File: src/rtl/cic_pkg.sv
// Shared CIC helpers: rate-to-shift lookup, accumulator width and output clamp.
// Used by both the interpolating and the decimating CIC blocks.
package cic_pkg;

  localparam int CIC_Q_MIN = 1;
  localparam int CIC_Q_MAX = 6;

  // Returns -1 for unsupported rates so the instantiating module can stop elaboration.
  function automatic int cic_log2(input int r);
    case (r)
      1:       return 0;
      2:       return 1;
      4:       return 2;
      8:       return 3;
      16:      return 4;
      default: return -1;
    endcase
  endfunction

  function automatic int cic_acc_width(input int dw, input int q, input int r);
    return dw + q * cic_log2(r);
  endfunction

  function automatic longint cic_sat(input longint v, input int dw);
    longint hi;
    longint lo;
    hi = (longint'(1) <<< (dw - 1)) - 1;
    lo = -(longint'(1) <<< (dw - 1));
    if (v > hi) return hi;
    if (v < lo) return lo;
    return v;
  endfunction

endpackage

File: src/rtl/cic_int_stage.sv
// One CIC integrator: an enabled, wrapping two's complement accumulator.
module cic_int_stage #(
  parameter int ACC_W = 19
) (
  input  logic                    clk,
  input  logic                    rst_n,
  input  logic                    en_i,
  input  logic signed [ACC_W-1:0] in_i,
  output logic signed [ACC_W-1:0] out_o
);

  logic signed [ACC_W-1:0] acc_q, acc_d;

  always_comb begin
    acc_d = acc_q;
    if (en_i) acc_d = acc_q + in_i;
  end

  always_ff @(posedge clk or negedge rst_n) begin
    if (!rst_n) acc_q <= '0;
    else        acc_q <= acc_d;
  end

  assign out_o = acc_q;

endmodule

File: src/rtl/cic_interpolator.sv
// Q-stage CIC interpolator: low-rate combs, zero-stuff by R, high-rate integrators,
// gain-normalised and saturated output every CLK_DIV clocks. Single clock domain.
module cic_interpolator
  import cic_pkg::*;
#(
  parameter int DATA_WIDTH = 16,
  parameter int Q          = 3,
  parameter int R          = 2,
  parameter int CLK_DIV    = 3
) (
  input  logic                         clk,
  input  logic                         rst_n,
  input  logic                         in_valid,
  output logic                         in_ready,
  input  logic signed [DATA_WIDTH-1:0] x_in,
  output logic                         out_valid,
  output logic signed [DATA_WIDTH-1:0] x_out,
  output logic                         underrun
);

  localparam int LOG2_R = cic_log2(R);
  localparam int ACC_W  = cic_acc_width(DATA_WIDTH, Q, R);
  localparam int SHIFT  = (Q - 1) * LOG2_R;
  localparam int DIV_W  = (CLK_DIV > 1) ? $clog2(CLK_DIV) : 1;
  localparam int PH_W   = (LOG2_R > 0) ? LOG2_R : 1;

  if (LOG2_R < 0) begin : g_bad_r
    $error("cic_interpolator: R must be 1, 2, 4, 8 or 16");
  end
  if (Q < CIC_Q_MIN || Q > CIC_Q_MAX || CLK_DIV < 1) begin : g_bad_cfg
    $error("cic_interpolator: Q must be 1..6 and CLK_DIV >= 1");
  end

  logic [DIV_W-1:0]        div_cnt_q, div_cnt_d;
  logic [PH_W-1:0]         phase_q, phase_d;
  logic signed [ACC_W-1:0] hold_q, hold_d;
  logic                    hold_full_q, hold_full_d;
  logic signed [DATA_WIDTH-1:0] x_out_q, x_out_d;
  logic                    out_valid_q;
  logic signed [ACC_W-1:0] z_q [Q];
  logic signed [ACC_W-1:0] c [Q];
  logic signed [ACC_W-1:0] integ [Q];
  logic signed [ACC_W-1:0] hold_val, u, shifted;
  logic                    tick, slot, accept;

  assign tick     = (div_cnt_q == DIV_W'(CLK_DIV - 1));
  assign slot     = tick && (phase_q == '0);
  assign in_ready = !hold_full_q || slot;
  assign accept   = in_valid && in_ready;
  assign underrun = slot && !hold_full_q;
  assign hold_val = hold_full_q ? hold_q : '0;

  always_comb begin
    div_cnt_d   = tick ? '0 : div_cnt_q + 1'b1;
    phase_d     = phase_q;
    hold_d      = hold_q;
    hold_full_d = hold_full_q;
    if (tick) phase_d = (phase_q == PH_W'(R - 1)) ? '0 : phase_q + 1'b1;
    // An accept in a slot cycle refills the register the comb is emptying.
    if (accept) begin
      hold_d      = ACC_W'(x_in);
      hold_full_d = 1'b1;
    end else if (slot) begin
      hold_full_d = 1'b0;
    end
  end

  always_comb begin
    c[0] = hold_val - z_q[0];
    for (int i = 1; i < Q; i++) c[i] = c[i-1] - z_q[i];
  end

  assign u       = slot ? c[Q-1] : '0;
  assign shifted = integ[Q-1] >>> SHIFT;
  assign x_out_d = DATA_WIDTH'(cic_sat(64'(shifted), DATA_WIDTH));

  for (genvar k = 0; k < Q; k++) begin : g_int
    logic signed [ACC_W-1:0] stage_in;
    if (k == 0) begin : g_first
      assign stage_in = u;
    end else begin : g_next
      assign stage_in = integ[k-1];
    end
    cic_int_stage #(.ACC_W(ACC_W)) u_stage (
      .clk   (clk),
      .rst_n (rst_n),
      .en_i  (tick),
      .in_i  (stage_in),
      .out_o (integ[k])
    );
  end

  always_ff @(posedge clk or negedge rst_n) begin
    if (!rst_n) begin
      div_cnt_q   <= '0;
      phase_q     <= '0;
      hold_q      <= '0;
      hold_full_q <= 1'b0;
      x_out_q     <= '0;
      out_valid_q <= 1'b0;
      for (int i = 0; i < Q; i++) z_q[i] <= '0;
    end else begin
      div_cnt_q   <= div_cnt_d;
      phase_q     <= phase_d;
      hold_q      <= hold_d;
      hold_full_q <= hold_full_d;
      out_valid_q <= tick;
      if (tick) x_out_q <= x_out_d;
      if (slot) begin
        z_q[0] <= hold_val;
        for (int i = 1; i < Q; i++) z_q[i] <= c[i-1];
      end
    end
  end

  assign x_out     = x_out_q;
  assign out_valid = out_valid_q;

endmodule

File: config.mk
export PLATFORM = sky130hd
export DESIGN_NAME = cic_interpolator
export DESIGN_NICKNAME = d
export VERILOG_FILES = /design/src/rtl/cic_pkg.sv /design/src/rtl/cic_int_stage.sv /design/src/rtl/cic_interpolator.sv
export SDC_FILE = /design/constraint.sdc
export NUM_CORES = 1
export LEC_CHECK = 0
export CORE_ASPECT_RATIO = 1.1
export CORE_MARGIN = 3
export CORE_UTILIZATION = 30
export DETAILED_ROUTE_END_ITERATION = 16
export HOLD_SLACK_MARGIN = 0.15
export PLACE_DENSITY = 0.41
export SLEW_MARGIN = 20
export SYNTH_ARGS = -nofsm -noshare
export SYNTH_HDL_FRONTEND = slang
export SYNTH_HIERARCHICAL = 1
export SYNTH_SLANG_ARGS = --single-unit
export TNS_END_PERCENT = 20
File: constraint.sdc
create_clock -name clk -period 18.65 [get_ports clk]
set_clock_uncertainty 0.15 [all_clocks]
set_input_delay 4.6625 -clock clk [delete_from_list [all_inputs] [get_ports clk]]
set_output_delay 4.6625 -clock clk [all_outputs]
set_load 0.005 [all_outputs]
* Word-level counts from Yosys, hierarchy flattened
Cells that the tools add are included.
** Word-level totals
- Bits in registers :: 151
- Output and inout port bits :: 19
- Word-level logic and storage cells :: 43
** Operators by class
- Add/subtract/negate cells :: 8
- Order comparisons :: 2
- Equal/unequal tests :: 1
- Multiplexer cells :: 13
- Bitwise operators :: 1
- Reductions and logical operators :: 6
** Operators with widths (count)
- 19-bit adder :: 3
- 19-bit subtractor :: 3
- 16-bit two-way mux :: 3
- 19-bit two-way mux :: 2
- 17-bit by 16-bit greater-than comparator with 1-bit output (second input constant) :: 1
- 17-bit by 16-bit less-than comparator with 1-bit output (second input constant) :: 1
- 15-bit two-way mux :: 1
- 1-bit two-way mux :: 6
- 1-bit logical AND :: 3
- 2-bit by 1-bit adder with 2-bit output (second input constant) :: 1
- 2-bit equality test (second input constant) :: 1
- 2-bit two-way mux :: 1
- 2-bit nonzero test :: 1
- 1-bit adder (second input constant) :: 1
- 1-bit zero test :: 1
- 1-bit logical OR :: 1
- 1-bit NOT :: 1

* Logic depth before layout (Yosys ltp)
Gate-level depths: netlist of the first run.
- Depth after elaboration :: 6
- Gate-level depth with buffers :: 34
- Gate-level depth less buffers :: 32

* Modules after synthesis
The synthesis of the first run kept the hierarchy.
** By module, submodules not included
- cic_interpolator :: instances 1, cells an instance 672, area each 6208.5 um^2, sequential area each 2277.2 um^2
- cic_int_stage (g_int[0].u_stage ...) :: instances 2, cells an instance 221, area each 1879.3 um^2, sequential area each 475.5 um^2
- cic_int_stage (g_int[2].u_stage) :: instances 1, cells an instance 183, area each 1680.4 um^2, sequential area each 475.5 um^2

* Worst setup path before layout of the first run
OpenSTA, ideal clock, no wires.
- Kind :: register to register
- Start point :: reg hold_full_q
- End point :: reg g_int[0].u_stage.acc_q[18]
- Data arrival time :: 5978 ps
- Data required time :: 18371 ps
- Setup slack :: 12393 ps
- Cell stages (with the launch flop) :: 34
- Path buffers :: 2
- Path through :: dfrtp_1 clkbuf_1 nand2_1 inv_1 ha_1 nor2b_1 o21a_1 o21ai_0 a21oi_1 o21a_1 o21a_1 or3_1 and2_1 ha_1 nand2_1 o21ai_0 o21ai_0 xnor2_1 ha_1 and3_1 and3_1 o311ai_1 a31oi_1 a21o_1 a21oi_1 xor2_1 nor2_1 ha_1 clkbuf_1 nand4_1 nor3_1 o22ai_1 o221ai_1 nand3b_1
** RTL lines
- from (decl) :: RTL line cic_interpolator.sv:37 : logic hold_full_q, hold_full_d;
- from (signal assigned) :: RTL line cic_interpolator.sv:106 : hold_full_q <= hold_full_d;
- to (signal assigned) :: RTL line cic_int_stage.sv:20 : if (!rst_n) acc_q <= '0;
- to (signal assigned) :: RTL line cic_int_stage.sv:21 : else acc_q <= acc_d;
- to (decl) :: RTL line cic_int_stage.sv:12 : logic signed [ACC_W-1:0] acc_q, acc_d;

* Worst setup path after layout of the first run
- Start point :: reg div_cnt_q[0]
- End point :: out in_ready
** Between the ends
- Word-level cells in the longest chain between the ends :: 3
** RTL lines
- from (decl) :: RTL line cic_interpolator.sv:34 : logic [DIV_W-1:0] div_cnt_q, div_cnt_d;
- from (signal assigned) :: RTL line cic_interpolator.sv:103 : div_cnt_q <= div_cnt_d;
- 2-bit equality test :: RTL line cic_interpolator.sv:46 : assign tick = (div_cnt_q == DIV_W'(CLK_DIV - 1));
- 1-bit logical AND :: RTL line cic_interpolator.sv:47 : assign slot = tick && (phase_q == '0);
- 1-bit logical OR :: RTL line cic_interpolator.sv:48 : assign in_ready = !hold_full_q || slot;
- to (decl) :: RTL line cic_interpolator.sv:14 : output logic in_ready,
No other way between the ends.

==> flow_summary.json, run 1 <==
{
  "status": "completed",
  "end_kind": "primary output",
  "grt_pass1_vias": 9175,
  "initial_core_util_pct": 30.5,
  "path_class": "register to primary output",
  "synth_top_family_by_area": "compound AO/OA/AOI/OAI gates",
  "areaGrowthSynthToFinish_pct": 10.9,
  "arrival_ns": 2.33,
  "grt_pass1_wl_um": 50200,
  "critPathRequiredTime_ns": 13.84,
  "die_h_um": 213,
  "maxCapViolations": 0,
  "postRouteAntennaNets": 0,
  "max_freq_ghz": 0.140,
  "final_common_cell": "dfrtp_1",
  "drive_gt1_share_pct": 10.2,
  "vias_per_cell": 5.08,
  "ys.flop_type": "dfrtp_1",
  "htreeDepth": 4,
  "drtIter0Drc": 546,
  "synth_warnings": 6,
  "yosys.area_share.adder_pct": 13.8,
  "fp-row-count": 75,
  "yosys.area_share.simple_pct": 15.9,
  "ys_types": 81,
  "tightest_slew_ns": 0.903,
  "crit_path_start_kind": "register",
  "syn_avg_cell_area_sq_um": 8.98,
  "cts_tree": "yes",
  "clk_pin_slew_ns": 0.07,
  "antenna_found_initial": 0,
  "fin_crit_ns": 7.14,
  "die_w_um": 194,
  "wl_per_cell_um": 16.5,
  "hold_viol": 0,
  "insertion_delay_ns": 0.45,
  "hold_class": "register to register",
  "wl_um": 30100,
  "core_area_sq_um": 38200,
  "fin_crit_sh_pct": 38.3,
  "fin_tns_setup_ns": 0,
  "synth_compound_area_share_pct": 22.1,
  "nNetsFinal": 1439,
  "async_flop_share_pct": 100,
  "cts-root-buf": "clkbuf_16",
  "grtUsageTotal_pct": 15.1,
  "cts_resized": 0,
  "gp_congestion": 0.840,
  "syn-cell-area_sq_um": 11600,
  "first_pass_iters": 5,
  "port_buffers": 37,
  "setup_violations": 0,
  "vias": 9250,
  "netlist_instances": 1297,
  "dp.final_hpwl_um": 22300,
  "synth-seq-cells": 148,
  "synth.mux.area_fraction_pct": 6.17,
  "clock-sinks": 148,
  "drc_errors": 0,
  "ctsLongestPathBuffers": 2,
  "rsz0062_at_grt": "no",
  "cts_hold_buf": 0,
  "cts_made_buffers": 17,
  "layout_common_cells": "148 x dfrtp_1, 111 x nand2_1, 107 x ha_1, 91 x inv_1, 91 x o21ai_0",
  "seq_area_frac_synth_pct": 31.8,
  "antennaDiodeCount": 0,
  "crit_path_max_fanout": 34,
  "synth_edf_count": 0,
  "grt.overflow.total": 0,
  "dieArea_sq_um": 41200,
  "drv_slew": 0,
  "grt_start_max_net_pins": 93,
  "relSlewSlack_pct": 39.8,
  "synth_fp_nets": 1429,
  "ios": 38,
  "post_cts_buffers": 0,
  "synth_xor_area_share_pct": 4.55
}
-- logic make-up (layout without fill, tap and decap cells) --
kind of cell,Yosys count,after routing
fa+ha+maj,128,128
compound gates,387,387
simple gates,368,368
buf+inv,143,166
flops,148,148
xor+xnor,59,59
mux,64,64
-- flip-flops by register name (all words and copies together), names as in the netlist --
register / flops
x_out: 16
g_int.u_stage/out_o: 57
z_q: 54
phase_q: 1
div_cnt_q: 2
out_valid: 1
hold_q: 16
hold_full_q: 1
-- synthesized netlist by cell type, drive strengths merged, types with 24 or more instances --
master	instances	area [sq um]
ha	107	1340
nor3	33	165
a211oi	27	228
mux2	59	668
inv	91	342
o21ai	110	577
o211ai	24	180
o21a	26	195
xnor2	39	342
a21o	27	204
a21oi	87	469
dfrtp	148	3700
nor2	74	283
clkbuf	32	193
nand2	111	417
-- final timing paths --
path                                         startpoint                                endpoint  slack (ns)  cells past startpoint
worst min register to register   div_cnt_q[1]$_DFF_PN0_                  div_cnt_q[1]$_DFF_PN0_        0.32                      1
max in group asynchronous                         rst_n                      z_q[9]$_DFFE_PN0P_       13.06                      3
min in group asynchronous                         rst_n                     out_valid$_DFF_PN0_        4.06                      1
worst max-delay path             div_cnt_q[0]$_DFF_PN0_                                in_ready       11.51                      6
worst min-delay path             div_cnt_q[1]$_DFF_PN0_                  div_cnt_q[1]$_DFF_PN0_        0.32                      1
worst max register to register  hold_full_q$_DFFE_PN0P_  g_int[0].u_stage/out_o[18]$_DFFE_PN0P_       11.70                     31
-- per-stage QoR --
step                      instance area, sq um  hold slack (ns)  utilization (%)  instances  setup WS [ns]
after CTS                                12900            0.315             33.8       1819          11.44
after global placement                   12400            0.292             32.4       1787          11.84
after global routing                     12900            0.351             33.8       1820          11.03
after floorplan                          11600            0.261                -       1297          12.39
final                                    12900            0.317             33.8       1820          11.51
after detailed placement                 12400            0.300             32.4       1787          11.68
-- worst max-delay path, stage by stage, from the launching register on --
cell and delay, ns:
dfrtp_1 0.42, nor2b_4 0.11, buf_4 0.31, nand2b_1 0.10
buf_4 0.26, nand2_1 0.15, clkdlybuf4s50_1 0.51
-- routing by layer --
| metal | wire (um) | global-route usage (%) |
|---|---|---|
| met5 | 0 | 0 |
| met2 | 12900 | 23.2 |
| met1 | 15800 | 21.7 |
| met3 | 742 | 2.27 |
| met4 | 659 | 5.35 |
-- area by class of cell --
cell class / count / area (sq um)
clock buffer: 19 / 433
clock inverter: 13 / 101
inverter: 91 / 342
multi-input combinational: 1006 / 7290
sequential: 148 / 3700
fill: 3969 / 25300
timing repair buffer: 43 / 429
tap: 500 / 626
Power of run 1 is not shown: default switching activity piles up to over one toggle a cycle in this logic, so the estimate is an artifact.
==> run 2, diff against run 1 <==
==> constraint.sdc (replaced) <==
create_clock -name clk -period 7.4 [get_ports clk]
set_clock_uncertainty 0.15 [all_clocks]
set_input_delay 1.85 -clock clk [delete_from_list [all_inputs] [get_ports clk]]
set_output_delay 1.85 -clock clk [all_outputs]
set_load 0.005 [all_outputs]
==> flow_summary.json, run 2 (synthesized netlist as in run 1, its figures left out) <==
{
  "status": "completed",
  "tightest_slew_ns": 0.959,
  "nNetsFinal": 1440,
  "antenna_found_initial": 0,
  "ios": 38,
  "htreeDepth": 4,
  "arrival_ns": 6.90,
  "reg2regPathDepth": 29,
  "crit_top_cell": "ha_1",
  "clk_pin_slew_ns": 0.07,
  "port_buffers": 37,
  "layout_common_cells": "148 x dfrtp_1, 111 x nand2_1, 107 x ha_1, 91 x inv_1, 91 x o21ai_0",
  "rsz0062_at_grt": "no",
  "cts_tree": "yes",
  "drv_slew": 0,
  "maxCapViolations": 0,
  "reg2reg_to": "g_int[0].u_stage/out_o[18]$_DFFE_PN0P_",
  "setup_violations": 0,
  "fp-row-count": 75,
  "insertion_delay_ns": 0.46,
  "die_h_um": 213,
  "r2r_slack_ns": 0.68,
  "ctsLongestPathBuffers": 2,
  "relSlewSlack_pct": 36.1,
  "grt_pass1_wl_um": 49600,
  "vias_per_cell": 5.11,
  "layout_setup_ws_ns": 0.679,
  "post-place-cells": 1789,
  "whs_endpoint": "div_cnt_q[1]$_DFF_PN0_",
  "drc_errors": 0,
  "drtIter0Drc": 598,
  "wl_um": 29900,
  "hold_class": "register to register",
  "crit_path_start_kind": "register",
  "r2r-start": "hold_full_q$_DFFE_PN0P_",
  "stdcell_count": 1820,
  "post_cts_buffers": 0,
  "initial_core_util_pct": 30.5,
  "fin_crit_sh_pct": 90.8,
  "slowest_stage": "ha_1",
  "end_kind": "register",
  "grt.overflow.total": 0,
  "path_class": "register to register",
  "cts-root-buf": "clkbuf_16",
  "grt_start_max_net_pins": 71,
  "hold_path_depth": 1,
  "vias": 9301,
  "hold_viol": 0,
  "grtUsageTotal_pct": 14.9,
  "fill_cells": 3920,
  "core_area_sq_um": 38200,
  "grt_pass1_vias": 9107,
  "pre_cts_slack_ns": 0.702,
  "first_pass_iters": 5,
  "dp.final_hpwl_um": 22200,
  "die_w_um": 194,
  "fin_crit_ns": 6.72,
  "min-delay-start": "div_cnt_q[1]$_DFF_PN0_",
  "crit_path_max_fanout": 15,
  "routed.top_layer": "met4",
  "wl_met1_um": 15900,
  "gp_congestion": 0.840,
  "dieArea_sq_um": 41200,
  "cts_made_buffers": 17,
  "drive_gt1_share_pct": 10.2,
  "critPathRequiredTime_ns": 7.58,
  "largest_reg_flops": 57,
  "fin_tns_setup_ns": 0,
  "wl_met2_um": 12700,
  "max_stage_delay_ns": 0.44,
  "cts_resized": 0,
  "antennaDiodeCount": 0,
  "wl_per_cell_um": 16.4,
  "final_common_cell": "dfrtp_1",
  "areaGrowthSynthToFinish_pct": 11.7,
  "max_freq_ghz": 0.149,
  "clock-sinks": 148,
  "cts_hold_buf": 0,
  "met3_length_um": 659,
  "postRouteAntennaNets": 0
}
## run 2: cell types whose count changed in the layout (fill, tap and decap cells not counted)
cell | previous run | this run
buf_4 | 5 | 7
clkinvlp_4 | 4 | 3
inv_6 | 4 | 1
clkbuf_8 | 0 | 1
buf_12 | 1 | 0
clkbuf_1 | 2 | 1
clkinv_4 | 3 | 2
bufinv_16 | 0 | 4
## run 2: worst max path at each step
stage,startpoint,to,cells past startpoint
final,hold_full_q$_DFFE_PN0P_,g_int[0].u_stage/out_o[18]$_DFFE_PN0P_,29
after global routing,hold_full_q$_DFFE_PN0P_,g_int[0].u_stage/out_o[18]$_DFFE_PN0P_,32
after CTS,hold_full_q$_DFFE_PN0P_,g_int[0].u_stage/out_o[18]$_DFFE_PN0P_,29
after detailed placement,hold_full_q$_DFFE_PN0P_,g_int[0].u_stage/out_o[18]$_DFFE_PN0P_,29
after global placement,hold_full_q$_DFFE_PN0P_,g_int[0].u_stage/out_o[18]$_DFFE_PN0P_,31
after floorplan,hold_full_q$_DFFE_PN0P_,g_int[0].u_stage/out_o[18]$_DFFE_PN0P_,33
## run 2: per-layer routing
metal / global-route usage, % / up-vias
met5: 0 / -
met4: 5.45 / 0
met3: 2.15 / 30
met2: 22.8 / 125
met1: 21.5 / 4416
li1: - / 4730
## run 2: worst max-delay path, delay by kind of cell, from the launching register on
kind	cells	cell delay, ns
xor gates and xnor gates	3	0.59
and+or+nand+nor	9	1.60
buffers and inverters	1	0.19
AOI/OAI and AO/OA	12	2.21
adders and majority gates	4	1.43
DFF	1	0.41
## run 2: metrics by stage
step                cell area (sq um)  hold slack [ns]  util [%]
finish                          13000            0.307      34.1
global route                    13000            0.325      34.1
CTS                             13000            0.308      34.1
detailed placement              12400            0.294      32.4
global placement                12400            0.299      32.4
floorplan                       11600            0.261         -
## run 2: layout make-up
cell class | count | area [sq um] | area share (%)
Clock buffer | 19 | 443 | 3.41
Tap cell | 500 | 626 | 4.81
Timing Repair Buffer | 44 | 424 | 3.26
Multi-Input combinational cell | 1006 | 7290 | 56.0
Inverter | 91 | 342 | 2.63
Clock inverter | 12 | 179 | 1.38
Sequential cell | 148 | 3700 | 28.5
Power of run 2 is left out for the same reason.
==> run 3, diff against run 2 <==
==> constraint.sdc (replaced) <==
create_clock -name clk -period 7.4 [get_ports clk]
set_clock_uncertainty 0.15 [all_clocks]
set_input_delay 1.48 -clock clk [delete_from_list [all_inputs] [get_ports clk]]
set_output_delay 1.48 -clock clk [all_outputs]
set_load 0.005 [all_outputs]
==> flow_summary.json, run 3 (synthesized netlist as in run 1, its figures left out) <==
{
  "die_h_um": 213,
  "grtUsageTotal_pct": 14.9,
  "nNetsFinal": 1439,
  "largest_reg_flops": 57,
  "vias_per_cell": 5.06,
  "cts_tree": "yes",
  "dieArea_sq_um": 41200,
  "port_buffers": 37,
  "cts_made_buffers": 17,
  "core_area_sq_um": 38200,
  "initial_core_util_pct": 30.5,
  "fin_crit_sh_pct": 91.5,
  "hold_class": "register to register",
  "slowest_stage": "ha_1",
  "crit_path_start_kind": "register",
  "drv_slew": 0,
  "postRouteAntennaNets": 0,
  "end_kind": "register",
  "drc_errors": 0,
  "r2r-start": "hold_full_q$_DFFE_PN0P_",
  "relSlewSlack_pct": 39.8,
  "wl_um": 29600,
  "grt_pass1_wl_um": 49600,
  "tightest_slew_ns": 0.902,
  "gp_congestion": 0.830,
  "antenna_found_initial": 1,
  "cts_hold_buf": 0,
  "post_cts_buffers": 0,
  "path_class": "register to register",
  "hold_path_depth": 1,
  "layout_common_cells": "148 x dfrtp_1, 111 x nand2_1, 107 x ha_1, 91 x inv_1, 91 x o21ai_0",
  "htreeDepth": 4,
  "critPathRequiredTime_ns": 7.58,
  "dp.final_hpwl_um": 22100,
  "areaGrowthSynthToFinish_pct": 11.4,
  "fp-row-count": 75,
  "cts-root-buf": "clkbuf_16",
  "grt_pass1_vias": 9093,
  "status": "completed",
  "clk_pin_slew_ns": 0.07,
  "clock-sinks": 148,
  "die_w_um": 194,
  "maxCapViolations": 0,
  "grt.overflow.total": 0,
  "fill_cells": 3970,
  "r2r_slack_ns": 0.63,
  "fin_tns_setup_ns": 0,
  "cts_resized": 0,
  "min-delay-start": "div_cnt_q[1]$_DFF_PN0_",
  "arrival_ns": 6.95,
  "crit_top_cell": "ha_1",
  "reg2reg_to": "g_int[0].u_stage/out_o[18]$_DFFE_PN0P_",
  "ios": 38,
  "drive_gt1_share_pct": 10.2,
  "max_freq_ghz": 0.148,
  "insertion_delay_ns": 0.45,
  "first_pass_iters": 5,
  "drtIter0Drc": 565,
  "final_common_cell": "dfrtp_1",
  "vias": 9217,
  "crit_path_max_fanout": 15,
  "whs_endpoint": "div_cnt_q[0]$_DFF_PN0_",
  "max_stage_delay_ns": 0.42,
  "ctsLongestPathBuffers": 2,
  "reg2regPathDepth": 29,
  "wl_per_cell_um": 16.2,
  "hold_viol": 0,
  "rsz0062_at_grt": "no",
  "grt_start_max_net_pins": 93,
  "setup_violations": 0,
  "fin_crit_ns": 6.77
}
## run 3: final cells by class
type / count / area, sq um / share of cell area (%)
Multi-Input combinational cell: 1006 / 7290 / 56.2
Clock buffer: 19 / 443 / 3.42
Sequential cell: 148 / 3700 / 28.6
Tap cell: 500 / 626 / 4.82
Clock inverter: 13 / 149 / 1.15
Inverter: 91 / 342 / 2.63
Timing Repair Buffer: 43 / 417 / 3.21
Antenna cell: 1 / 2.50 / 0.0193
## run 3: metal layers
layer / global-route usage [%] / share of wire, %
met2: 22.5 / 42
met4: 5.25 / 1.9
met5: 0 / 0
met1: 21.8 / 53
met3: 2.10 / 2.5
## run 3: how the worst max path moves through the flow
stage | startpoint | endpoint | slack (ns) | cells past startpoint
final | hold_full_q$_DFFE_PN0P_ | g_int[0].u_stage/out_o[18]$_DFFE_PN0P_ | 0.63 | 29
after global routing | hold_full_q$_DFFE_PN0P_ | g_int[0].u_stage/out_o[18]$_DFFE_PN0P_ | 0.08 | 32
after CTS | hold_full_q$_DFFE_PN0P_ | g_int[0].u_stage/out_o[18]$_DFFE_PN0P_ | 0.64 | 29
after detailed placement | hold_full_q$_DFFE_PN0P_ | g_int[0].u_stage/out_o[18]$_DFFE_PN0P_ | 0.66 | 29
after global placement | hold_full_q$_DFFE_PN0P_ | g_int[0].u_stage/out_o[18]$_DFFE_PN0P_ | 0.81 | 31
after floorplan | hold_full_q$_DFFE_PN0P_ | g_int[0].u_stage/out_o[18]$_DFFE_PN0P_ | 1.14 | 33
## run 3: stage by stage
step,area [sq um],worst slack (ns),instances,utilization (%),hold slack [ns]
2_1_floorplan,11600,1.14,1297,-,0.261
3_3_place_gp,12400,0.806,1788,32.4,0.299
3_5_place_dp,12400,0.663,1788,32.4,0.304
4_1_cts,13000,0.638,1820,34.0,0.309
5_1_grt,13000,0.0835,1820,34.0,0.342
6_report,13000,0.629,1821,34.0,0.303
## run 3: worst max-delay path, delay by kind of cell (launching register included)
kind / cells / cell delay, ns
flip-flops: 1 / 0.41
AO/OA/AOI/OAI: 12 / 2.25
AND/OR/NAND/NOR: 9 / 1.64
XOR/XNOR: 3 / 0.60
buffers and inverters: 1 / 0.19
adder cells (fa/ha/maj): 4 / 1.41
Power of run 3 is left out for the same reason.
